===== src/rtl/regfile_pkg.sv =====
// regfile_pkg: shared sizes and types for the 32x32 register file
package regfile_pkg;
    localparam int DATA_W   = 32;
    localparam int ADDR_W   = 5;
    localparam int NUM_REGS = 32;
    localparam logic [ADDR_W-1:0] ZERO_REG = 5'd0;
    typedef logic [DATA_W-1:0] data_t;
    typedef logic [ADDR_W-1:0] addr_t;
endpackage


===== src/rtl/regfile_cell.sv =====
// regfile_cell: one register with async active-low clear and synchronous load (clk, Reset, load, d -> q)
module regfile_cell
    import regfile_pkg::*;
(
    input  logic  clk,
    input  logic  Reset,
    input  logic  load,
    input  data_t d,
    output data_t q
);
    always_ff @(posedge clk or negedge Reset)
        if (!Reset) q <= '0;
        else if (load) q <= d;
endmodule


===== src/rtl/register_file_32bits.sv =====
// register_file_32bits: 32x32 register file, two combinational read ports, one write port, r0 reads zero
// Ports: clk, Reset (async active-low), DIn/WrtAdd/Wenable write, RdAdd1->DataA, RdAdd2->DataB.
// Optional REGFILE_WRITE_BYPASS_EN forwards DIn to a read port addressing the register being written.
module register_file_32bits
    import regfile_pkg::*;
(
    input  logic  clk,
    input  logic  Reset,
    input  data_t DIn,
    output data_t DataA,
    output data_t DataB,
    input  addr_t RdAdd1,
    input  addr_t RdAdd2,
    input  addr_t WrtAdd,
    input  logic  Wenable
);
    data_t regs [NUM_REGS];
    assign regs[0] = '0;
    genvar g;
    generate
        for (g = 1; g < NUM_REGS; g++) begin : g_cell
            regfile_cell u_cell (
                .clk  (clk),
                .Reset(Reset),
                .load (Wenable && WrtAdd == addr_t'(g)),
                .d    (DIn),
                .q    (regs[g])
            );
        end
    endgenerate
`ifdef REGFILE_WRITE_BYPASS_EN
    logic fwd;
    assign fwd   = Reset && Wenable && WrtAdd != ZERO_REG;
    assign DataA = (fwd && RdAdd1 == WrtAdd) ? DIn : regs[RdAdd1];
    assign DataB = (fwd && RdAdd2 == WrtAdd) ? DIn : regs[RdAdd2];
`else
    assign DataA = regs[RdAdd1];
    assign DataB = regs[RdAdd2];
`endif
endmodule


===== config.mk =====
export PLATFORM = sky130hd
export DESIGN_NAME = register_file_32bits
export DESIGN_NICKNAME = d
export VERILOG_FILES = /design/src/rtl/regfile_pkg.sv /design/src/rtl/regfile_cell.sv /design/src/rtl/register_file_32bits.sv
export SDC_FILE = /design/constraint.sdc
export NUM_CORES = 2
export LEC_CHECK = 0
export BUFFER_PORTS_ARGS = -buffer_cell sky130_fd_sc_hd__buf_2
export CAP_MARGIN = 5
export CORE_ASPECT_RATIO = 0.75
export CORE_UTILIZATION = 45
export CTS_CLUSTER_DIAMETER = 150
export DETAILED_ROUTE_END_ITERATION = 12
export SKIP_LAST_GASP = 1
export SLEW_MARGIN = 10
export SYNTH_ARGS = -nofsm -noshare
export SYNTH_HDL_FRONTEND = slang
export SYNTH_SLANG_ARGS = --single-unit

===== constraint.sdc =====
create_clock -name clk -period 1.95 [get_ports clk]
set_clock_uncertainty 0.1 [all_clocks]
set_input_delay 0.195 -clock clk [delete_from_list [all_inputs] [get_ports clk]]
set_output_delay 0.195 -clock clk [all_outputs]
set_load 0.03 [all_outputs]

==> flow_summary.yaml <==
synthesis:
  ys_seq_elements: 992
  syn-cell-area_sq_um: 53200
  synth_area_leaders: "dfrtp_1 47%, mux2_2 20%, mux4_2 16%"
  syn-mean-instance-area_sq_um: 14.8
  ys_types: 30
  synth-warning-count: 0
  yosysTopAreaCell: "dfrtp_1"
  ys_seq_area_frac: 0.466
  synthesis.nets: 3655
  synth_top_area_frac: 0.466
  netlist_instances: 3605
drt:
  drc_errors: 0
  ant_nets: 0
  wl_per_cell_um: 32.6
  drt_iter0_drc: 3572
  via_count: 35900
  drt_pass1_iterations: 5
  routed_via_density: 6.42
  drt_wl_total_um: 183000
critical_path:
  cp_slowest_stage_delay_ns: 0.44
  path_cells: "buf_4 -> mux4_2 -> a22o_1 -> o21ai_1 -> buf_4 -> o31ai_4 -> buf_6"
  crit_top_cell: "buf_4"
  arrival_ns: 2.52
  crit_fanout: 2
  worstPathRequired_ns: 1.65
  startpoint_type: "flip-flop"
  critPathCaptureType: "primary output"
  reg2reg_slack_ns: 0.83
  slowest_stage: "mux4_2"
  crit_type: "flip-flop to primary output"
clock_tree:
  cts.clk_slew.worst_paths_ns: 0.07
  numCtsBuffers: 106
  cts_tree: "done"
  cts-root-buf: "clkbuf_16"
  worstSkewPairLatency_ns: 0.71
  htreeDepth: 3
  cts_max_path_buffers: 3
  cts.sinks: 992
global_routing:
  grt_remaining_overflow: 0
  grt_pass1_wl_um: 269000
  grt_use_total: 0.309
  first_global_vias: 38500
  grt_max_degree: 116
  antenna_found_initial: 23
pwr:
  pwr-share-comb: 0.249
  p_seq_frac: 0.425
  clockPowerShare: 0.326
  p_leak_nw: 28.7
  peakVddDrop_mv: 0.763
  power.density_nw_per_um2: 990
  p_total_mw: 64.9
  p_int_mw: 46.3
  power.switching_mw: 18.6
  switching_share: 0.287
finish:
  layout_common_cells: "992 x dfrtp_1, 967 x mux2_2, 384 x mux4_2, 375 x buf_4, 184 x mux2i_1"
  nNetsFinal: 4010
  largest_registers: "g_cell.u_cell.q x992"
  largest_reg_flops: 992
  nFillCells: 9059
  layout_commonest_cell: "dfrtp_1"
  drive_above_1_share: 0.588
  largest_register: "g_cell.u_cell.q"
  areaGrowthSynthToFinish_pct: 23.1
  final_util: 0.563
min_path:
  min_path_type: "primary input to flip-flop"
timing:
  setup_violations: 64
  hold_ws_ns: 0.0391
  setup_ws_ns: -0.867
  tightest_slew_ns: 1.05
  maxSlewViolCount: 0
  final.setup.tns_ns: -45.47
  period_minus_slack_ns: 2.82
  max_slew_margin: 0.297
  hold_viol: 0
  rsz0062_at_grt: "true"
  fmax_ghz: 0.355
  fin_crit_sh: 1.44
floorplanning:
  die_w_um: 399
  core_area_sq_um: 116000
  start_util: 0.457
  fp-row-count: 108
  fp.dieH_um: 300
  fp.dieArea_sq_um: 120000
  io_pins: 114
place:
  pre_cts_slack_ns: -0.697
  post-dp-hpwl_um: 125000
  gp_congestion: 0.896
  io_buffers: 113
outcome:
  failed_checks: "negative setup slack"
  outcome: "complete, but fails checks"
job:
  max_cap_viol_count: 0
[per-stage QoR]
| stage | instances | instance area, sq um |
|---|---|---|
| 3_3_place_gp | 5370 | 60900 |
| 5_1_grt | 5589 | 65500 |
| 4_1_cts | 5579 | 65300 |
| 3_5_place_dp | 5370 | 60900 |
| 6_report | 5594 | 65600 |
| 2_1_floorplan | 3605 | 54400 |
[path summary, 6_finish.rpt]
check | start | cells after the start | endpoint
max | g_cell[30].u_cell.q[11] | 7 | DataA[11]
min | DIn[17] | 2 | g_cell[23].u_cell.q[17]
max reg2reg | g_cell[31].u_cell.q[17] | 3 | g_cell[31].u_cell.q[17]
min reg2reg | g_cell[13].u_cell.q[16] | 1 | g_cell[13].u_cell.q[16]
max in group asynchronous | Reset | 3 | g_cell[15].u_cell.q[18]
min in group asynchronous | Reset | 3 | g_cell[18].u_cell.q[14]
[per-layer routing]
metal	global-route usage	up-vias	part of all wire
met4	0.0928	22	0.031
met1	0.433	19300	0.43
met5	0	-	0.00074
met2	0.468	1424	0.45
li1	-	14700	-
met3	0.0883	388	0.090
[worst max-delay path, delay by kind of cell (launching register included)]
| family | cells | cell delay, ns |
|---|---|---|
| compound gates | 3 | 0.50 |
| flops | 1 | 0.38 |
| mux | 1 | 0.44 |
| buf+inv | 3 | 0.48 |
[area by class of cell]
type / instances / area [sq um] / share of cell area
timing repair buffer: 653 / 6980 / 0.107
antenna: 6 / 15.0 / 0.000229
multi-input combinational: 2205 / 28200 / 0.429
clock inverter: 44 / 459 / 0.00700
tap: 1540 / 1930 / 0.0294
inverter: 2 / 7.51 / 0.000115
clock buffer: 152 / 3180 / 0.0486
sequential: 992 / 24800 / 0.379
[power by group through the flow]
stage	logic (mW)	registers (mW)	clock network [mW]
6_report	16.2	27.6	21.2
5_1_grt	17.1	28.1	22.4
4_1_cts	16.0	27.5	21.5
3_3_place_gp	14.9	27.3	0
2_1_floorplan	10.8	26.8	0
3_5_place_dp	15.4	27.9	0
[logic make-up (layout without fill, tap and decap cells)]
group           after synthesis  after routing  share of synthesized area
mux                        1632           1632                      0.422
flops                       992            992                      0.466
compound gates              448            448                     0.0632
buf+inv                     408            851                     0.0353
simple gates                125            125                     0.0136
other cells                   0              6                          0
[cells in the mapped netlist, drive strengths merged]
cell type / instances
mux2: 1056
dfrtp: 992
mux4: 384
clkbuf: 217
a22o: 192
mux2i: 192
buf: 189
and2: 66
a211oi: 64
o21ai: 64
o22ai: 64
o31ai: 64
nand2: 15
nor2: 15
nor2b: 10
nand2b: 5
nand4b: 3
nor3: 3
or3: 3
inv: 2
nor3b: 2
nand3: 1
nand4: 1
nor4: 1
[repair_timing]
item / in CTS / in global routing
pin swaps: 118 / 64
hold buffers: 8 / 0
endpoints found under the setup margin: 64 / 64
gates resized for setup: 179 / 26
gates cloned: 0 / 0
hold endpoints to repair: 1070 / 0
setup buffers: 8 / 10
Note: power is estimated with default switching activity, not from simulation.
